### src/rtl/router_output_arbiter.sv
`default_nettype none
// ============================================================================
// Module      : router_output_arbiter
// Description : Output-port arbiter for one mesh-router output channel.
//               NUM_REQ input buffers compete for the port. There is one
//               single-entry buffer per virtual channel (VC0 even, VC1 odd).
//               In each cycle the VC selected by polarity is filled by a
//               round-robin grant. The opposite VC is drained onto the link.
//               Optional build macro ARB_STATS_EN adds per-requester 16-bit
//               saturating grant counters readable through stat_sel/stat_cnt.
// Ports       : clk       - clock, all state updates on posedge
//               reset     - synchronous active-low reset (0 = reset)
//               polarity  - global phase, 0 = even cycle, 1 = odd cycle
//               req_vld   - per-requester packet-valid
//               req_data  - packed requester packets, MSB of each is VC bit
//               req_gnt   - one-hot grant, requester pops this cycle
//               out_ri    - downstream ready for the VC being sent
//               out_so    - link send strobe
//               out_do    - link data
//               stat_sel  - counter select           (ARB_STATS_EN only)
//               stat_cnt  - selected grant counter   (ARB_STATS_EN only)
// Revision    : 1.0 - initial release
// ============================================================================
module router_output_arbiter #(
   parameter int DATA_WIDTH = 64,
   parameter int NUM_REQ    = 4
) (
   input  logic                          clk,
   input  logic                          reset,
   input  logic                          polarity,
   input  logic [NUM_REQ-1:0]            req_vld,
   input  logic [NUM_REQ*DATA_WIDTH-1:0] req_data,
   output logic [NUM_REQ-1:0]            req_gnt,
   input  logic                          out_ri,
   output logic                          out_so,
`ifdef ARB_STATS_EN
   input  logic [$clog2(NUM_REQ)-1:0]    stat_sel,
   output logic [15:0]                   stat_cnt,
`endif
   output logic [DATA_WIDTH-1:0]         out_do
);

   localparam int               SEL_W   = $clog2(NUM_REQ);
   localparam logic [SEL_W-1:0] PTR_RST = SEL_W'(NUM_REQ - 1);

   // Per-VC state: index 0 = VC0 (even), index 1 = VC1 (odd)
   logic [1:0]            full;
   logic [DATA_WIDTH-1:0] vc_buf [2];
   logic [SEL_W-1:0]      rr_ptr [2];

   logic [NUM_REQ-1:0]    eligible;
   logic [SEL_W-1:0]      cand_sel;
   logic                  found;
   logic [SEL_W-1:0]      winner;
   logic [DATA_WIDTH-1:0] win_data;
   logic                  grant_en;
   logic                  drain_vc;

   assign drain_vc = ~polarity;

   // Only packets tagged with the VC currently being filled may compete
   always_comb begin
      eligible = '0;
      for (int i = 0; i < NUM_REQ; i++) begin
         eligible[i] = req_vld[i] & (req_data[i*DATA_WIDTH + DATA_WIDTH-1] == polarity);
      end
   end

   // Round-robin search starting one past the last winner of this VC
   always_comb begin
      found    = 1'b0;
      winner   = '0;
      cand_sel = '0;
      for (int k = 1; k <= NUM_REQ; k++) begin
         cand_sel = SEL_W'((int'(rr_ptr[polarity]) + k) % NUM_REQ);
         if (!found && eligible[cand_sel]) begin
            found  = 1'b1;
            winner = cand_sel;
         end
      end
   end

   always_comb begin
      win_data = '0;
      for (int i = 0; i < NUM_REQ; i++) begin
         if (winner == SEL_W'(i)) begin
            win_data = req_data[i*DATA_WIDTH +: DATA_WIDTH];
         end
      end
   end

   // Reset gates every output so nothing leaves the block while reset is held
   assign grant_en = reset & ~full[polarity] & found;

   always_comb begin
      req_gnt = '0;
      for (int i = 0; i < NUM_REQ; i++) begin
         req_gnt[i] = grant_en & (winner == SEL_W'(i));
      end
   end

   assign out_so = reset & full[drain_vc] & out_ri;
   assign out_do = (reset & full[drain_vc]) ? vc_buf[drain_vc] : '0;

   // Fill and drain always address different VCs, so both may act in one cycle
   always_ff @(posedge clk) begin
      if (!reset) begin
         full      <= '0;
         vc_buf[0] <= '0;
         vc_buf[1] <= '0;
         rr_ptr[0] <= PTR_RST;
         rr_ptr[1] <= PTR_RST;
      end else begin
         if (grant_en) begin
            vc_buf[polarity] <= win_data;
            full[polarity]   <= 1'b1;
            rr_ptr[polarity] <= winner;
         end
         if (out_so) begin
            full[drain_vc] <= 1'b0;
         end
      end
   end

`ifdef ARB_STATS_EN
   // Counter slots are padded to a power of two so any stat_sel value indexes
   // a defined slot; unused slots read as zero.
   localparam int CNT_SLOTS = 2 ** SEL_W;

   logic [CNT_SLOTS*16-1:0] cnt_vec;

   generate
      for (genvar g = 0; g < CNT_SLOTS; g++) begin : g_cnt
         if (g < NUM_REQ) begin : g_live
            logic [15:0] count;
            always_ff @(posedge clk) begin
               if (!reset) begin
                  count <= '0;
               end else if (req_gnt[g] && (count != 16'hFFFF)) begin
                  count <= count + 16'd1;
               end
            end
            assign cnt_vec[g*16 +: 16] = count;
         end else begin : g_pad
            assign cnt_vec[g*16 +: 16] = 16'h0000;
         end
      end
   endgenerate

   assign stat_cnt = cnt_vec[stat_sel*16 +: 16];
`endif

endmodule
`default_nettype wire
### config.mk
export PLATFORM = sky130hd
export DESIGN_NAME = router_output_arbiter
export DESIGN_NICKNAME = d
export VERILOG_FILES = /design/src/rtl/router_output_arbiter.sv
export SDC_FILE = /design/constraint.sdc
export NUM_CORES = 1
export LEC_CHECK = 0
export BUFFER_PORTS_ARGS = -buffer_cell sky130_fd_sc_hd__buf_2
export CORE_ASPECT_RATIO = 0.7
export CORE_MARGIN = 4
export CORE_UTILIZATION = 36
export DETAILED_ROUTE_END_ITERATION = 10
export PLACE_DENSITY = 0.66
export SETUP_SLACK_MARGIN = 0.3
export SLEW_MARGIN = 20
export SYNTH_ARGS = -nofsm -noshare
export SYNTH_HDL_FRONTEND = slang
export SYNTH_SLANG_ARGS = --single-unit
export TNS_END_PERCENT = 5
### constraint.sdc
create_clock -name clk -period 3.5 [get_ports clk]
set_input_delay 0.35 -clock clk [delete_from_list [all_inputs] [get_ports clk]]
set_output_delay 0.35 -clock clk [all_outputs]
set_load 0.05 [all_outputs]
Yosys cells after proc, flatten, opt, wreduce, memory -nomap -nowiden
Memory sizes are Yosys's and may differ from the RTL's.
Index checks and enable logic that the tools add are counted.
{"block": "op_classes", "bitwise_logic": 17, "n_addsub": 4, "order_cmp": 8, "n_reduce_logical": 11, "n_mux": 42, "n_eq_ne": 7}
{"op": "two-way mux 64 bit", "n": 6}
{"op": "OR reduction 64 bit", "n": 1}
{"op": "two-way mux 1 bit", "n": 22}
{"op": "two-way mux 2 bit", "n": 8}
{"op": "AND 1 bit", "n": 12}
{"op": "< comparator 2 x 3 -> 1 bit (second input constant)", "n": 4}
{"op": "binary-select mux 1 bit (select 2 bit)", "n": 4}
{"op": "logical AND 1 bit", "n": 5}
{"op": "adder 2 x 1 -> 2 bit (second input constant)", "n": 2}
{"op": "adder 2 bit (second input constant)", "n": 2}
{"op": "equality test 1 bit", "n": 4}
{"op": "equality test 2 bit (second input constant)", "n": 2}
{"op": "< comparator 1 x 2 -> 1 bit (second input constant)", "n": 2}
{"op": "logical NOT 1 bit", "n": 3}
{"op": "AND 2 bit", "n": 1}
{"op": "demux 1 bit (select 1 bit)", "n": 2}
{"op": "equality test 2 x 1 -> 1 bit (second input constant)", "n": 1}
{"op": "greater-or-equal comparator 1 bit (second input constant)", "n": 2}
{"op": "logical NOT 2 bit", "n": 1}
{"op": "NOT 1 bit", "n": 2}
{"op": "NOT 2 bit", "n": 1}
{"op": "OR 2 bit", "n": 1}
{"op": "OR reduction 2 bit", "n": 1}
{"block": "word_totals", "ram_bits": 132, "out_inout_bits": 69, "register_bits": 2, "n_memories": 2, "in_bits": 264, "elab_cells": 92}
{"name": "vc_buf", "depth": 2, "width": 64, "read_ports": 1, "rd_clocked_by_memory_dff": 0, "wr": 2, "line": "48", "source": "logic [DATA_WIDTH-1:0] vc_buf [2];"}
{"name": "rr_ptr", "depth": 2, "width": 2, "read_ports": 1, "rd_clocked_by_memory_dff": 0, "wr": 2, "line": "49", "source": "logic [SEL_W-1:0] rr_ptr [2];"}

Depth between registers and ports, before layout
{"block": "depth", "depth_word": 20, "mapped_depth": 10, "depth_no_buf": 6}

Least setup slack after synthesis
Ideal clock, no wire load.
{"block": "synth_timing", "path_kind": "input port to flip-flop", "start": "input polarity", "end": "memory rr_ptr[1][0] (netlist name), enable pin", "slack_ns": 0.121, "t_required_ns": 3.065, "arrival_time_ns": 2.944, "path_stages": 7, "cell_sequence": "buf_6 -> buf_2 -> a21oi_1 -> o21a_1 -> buf_2 -> and2_1 -> nand2b_1"}
{"item": "start: declaration", "line": "30", "source": "input logic polarity,"}
{"item": "end: declaration", "line": "49"}

Worst setup path in the final report
{"block": "layout_timing", "start": "input polarity", "end": "output req_gnt[1]"}
{"block": "layout_between", "elab_chain_cells": 16}
{"item": "memory (2 x 2 bit) or equality test 1 bit (tied branches)"}
{"item": "adder 2 x 1 -> 2 bit or AND 1 bit (tied branches)", "line": "75, 65"}
{"item": "binary-select mux 1 bit (select 2 bit)", "line": "76", "source": "if (!found && eligible[cand_sel]) begin"}
{"item": "two-way mux 1 bit (implied by the code)", "line": "76"}
{"item": "two-way mux 1 bit", "line": "76"}
{"item": "logical NOT 1 bit", "line": "76"}
{"item": "logical AND 1 bit", "line": "76"}
{"item": "two-way mux 1 bit", "line": "76"}
{"item": "logical NOT 1 bit", "line": "76"}
{"item": "logical AND 1 bit", "line": "76"}
{"item": "two-way mux 1 bit", "line": "76"}
{"item": "logical NOT 1 bit", "line": "76"}
{"item": "logical AND 1 bit", "line": "76"}
{"item": "two-way mux 2 bit or two-way mux 1 bit (tied branches)", "line": "76"}
{"item": "equality test 2 x 1 -> 1 bit or AND 1 bit (tied branches)", "line": "98, 93"}
{"item": "AND 1 bit *", "line": "98", "source": "req_gnt[i] = grant_en & (winner == SEL_W'(i));"}
{"item": "end: declaration", "line": "33", "source": "output logic [NUM_REQ-1:0] req_gnt,"}
Every way passes the cells marked *; elsewhere a longest branch is shown, timed or not. The select of a mux whose other input is x is not followed.

==> flow_summary.json <==
{
  "cts_buffer_depth": 2,
  "crit_chain": "buf_4, mux2_4, nand2_1, nor2_1, o311a_4, or3b_1, nor2_1, buf_2",
  "root_buffer": "clkbuf_16",
  "synthAdderAreaFrac_pct": 0,
  "core_mm2": 0.02103,
  "cts_max_level": 4,
  "die-area_mm2": 0.02415,
  "regArea_mm2": 0.004004,
  "muxShareOfSynthArea_pct": 24.82,
  "tightest_slew_ps": 579.3,
  "drcViolationCount": 0,
  "grt_antenna_before_repair": 1,
  "crit_type": "in -> out",
  "start_util_pct": 37.13,
  "min_from": "out_ri",
  "synthArstFlopShare_pct": 0,
  "ys_ff_latch": 134,
  "firstDrtPassIters": 5,
  "grt_pass1_wl_um": 36310,
  "critPathLaunchType": "primary input",
  "post_synth.cell_area_avg_um2": 12.24,
  "hold_depth": 4,
  "status": "finished, final reports clean",
  "power.total_w": 0.004916,
  "detail-route-antenna-nets": 0,
  "skew_ps": 10.11,
  "rr_endpoint": "vc_buf[1][23]$_SDFFCE_PN0P_",
  "hold_path.class": "in -> reg",
  "drv_cap": 0,
  "die_w_um": 184.0,
  "rsz0062_at_grt": "false",
  "slew_violations": 0,
  "slew_headroom_pct": 61.38,
  "drt_iter0_markers": 439,
  "gp_congestion": 0.8262,
  "finalSetupViolCount": 0,
  "fmax_mhz": 349.8,
  "synthCells": 638,
  "final_common_cell": "buf_2",
  "slowest_stage": "o311a_4",
  "endpoint_kind": "primary output",
  "final_cell_area_mm2": 0.01038,
  "routed_wl_um": 23990,
  "syn_to_final_growth_pct": 32.90,
  "synth_top_family_by_area": "multiplexers",
  "nFillCells": 1913,
  "min_period_ps": 2859,
  "cts.repair.resized": 0,
  "gr-total-overflow": 0,
  "yosysUniqueCellTypes": 40,
  "ir_drop_mv": 0.2799,
  "hold_buffers": 0,
  "dpl.cell_count": 1210,
  "finalNonFillerCells": 1242,
  "arrival_ps": 2510,
  "crit_top_cell": "nor2_1",
  "power.leakage_nw": 4.659,
  "cp_data_required_time_ps": 3150,
  "dieHeight_um": 131.2,
  "syn-num-nets": 902,
  "synth-simple-area-share_pct": 5.977,
  "post-cts-setup-buffer-count": 0,
  "final_cell_mix": "buf_2 (331), mux2i_1 (191), edfxtp_1 (132)",
  "wire_per_inst_um": 19.32,
  "critPathMaxFanout": 36,
  "syn_area_mm2": 0.007809,
  "postPlaceCellArea_mm2": 0.009739,
  "clk_latency_ps": 410,
  "synth_flop_cell": "edfxtp_1",
  "synth_edf_count": 132,
  "grt.total_usage_pct": 19.08,
  "grt_max_degree": 47,
  "timing.final.hold_violations": 0,
  "regToRegSetupSlack_ps": 1140,
  "rr_startpoint": "rr_ptr[0][0]$_SDFFCE_PN1P_",
  "clkSinkCount": 134,
  "r2r_cells": 7,
  "final.setup.tns_ps": 0,
  "dp_hpwl_um": 17280,
  "num_io_pins": 333,
  "port_buffers": 332,
  "synthXorXnorAreaFrac_pct": 0.2243,
  "synth_compound_area_share_pct": 12.08,
  "cts_tree": "built",
  "yosysSeqAreaShare_pct": 51.27,
  "rows": 44,
  "via_per_inst": 5.297,
  "slowest_delay_ps": 460,
  "yosysWarnings": 0,
  "holdPathEnd": "full[0]$_SDFF_PN0_",
  "final_util_pct": 49.35,
  "vias": 6579,
  "layout.nets": 1217,
  "period_share_pct": 81.67,
  "grt_pass1_vias": 6646,
  "cellPowerDensity_mw_per_mm2": 473.7,
  "multi_input_area_mm2": 0.003398,
  "cts_inserted_buffers": 17,
  "drive_gt1_share_pct": 40.73,
  "clk_pin_slew_worst_paths_ps": 50
}
flip-flops by register name, indices dropped and copies added (netlist names):
register	count
vc_buf	128
rr_ptr	4
full	2
per-layer routing:
layer | global-route usage [%] | vias up | wire length (um)
met3 | 5.000 | 4 | 2403
met5 | 0 | - | 0
met1 | 24.79 | 3087 | 9938
li1 | - | 3146 | -
met2 | 32.13 | 342 | 11600
met4 | 4.269 | 0 | 55
critical path, delay by kind of cell:
family,cells,cell delay [ps]
and+or+nand+nor,4,620
muxes,1,380
AOI/OAI and AO/OA,1,460
buffers and inverters,2,670
power by group:
part	switching, W	total, W	internal [W]	leakage [nW]
logic	0.000583	0.00101	0.000429	2.96
clock network	0.000659	0.00192	0.00126	0.297
registers	0.0000380	0.00199	0.00195	1.40
total	0.00128	0.00492	0.00364	4.66
how the worst max path moves through the flow:
| stage | endpoint | cells after the start | startpoint | slack [ps] |
|---|---|---|---|---|
| final | req_gnt[1] | 8 | polarity | 640 |
| after global placement | req_gnt[0] | 8 | polarity | 630 |
| after CTS | req_gnt[1] | 8 | polarity | 630 |
| after floorplan | rr_ptr[0][0]$_SDFFCE_PN1P_ | 7 | polarity | 440 |
| after detailed placement | vc_buf[1][23]$_SDFFCE_PN0P_ | 8 | polarity | 620 |
| after global routing | req_gnt[1] | 8 | polarity | 540 |
final cells by class:
type                       count  share of cell area [%]
sequential                   134                   38.58
clock inverter                13                   1.989
tap                          276                   3.328
antenna                        1                 0.02411
clock buffer                  18                   4.136
multi-input combinational    444                   32.75
timing repair buffer         352                   19.05
inverter                       4                  0.1447
logic make-up (layout without fill, tap and decap cells):
family / count (synthesis) / count (layout)
flops: 134 / 134
buf+inv: 60 / 387
xor+xnor: 2 / 2
mux: 193 / 193
compound gates: 144 / 144
simple gates: 104 / 104
other cells: 1 / 2
Yosys cell counts (all sizes together), types with 2 or more instances:
master  number  area (um2)
buf         49       394.1
nand3        6       65.06
nand2       12       45.04
mux2i      191        1912
o22ai      126       788.3
o21ai        3       15.01
nand2b       4       25.02
xnor2        2       17.52
nor2        75       281.5
edfxtp     132        3964
and2         2       15.02
inv          4       15.01
mux2         2       26.27
dfxtp        2       40.04
o21a         2       15.01
a221oi       2       35.04
clkbuf       7       26.28
a21boi       2       15.01
metrics by stage:
step           hold WS (ps)  setup WS (ps)
2_1_floorplan         464.3          442.9
3_3_place_gp          487.0          625.7
3_5_place_dp          495.4          617.2
4_1_cts               253.4          627.4
5_1_grt               270.1          539.8
6_report              273.7          641.4
Note: power is estimated with default switching activity, not from simulation.
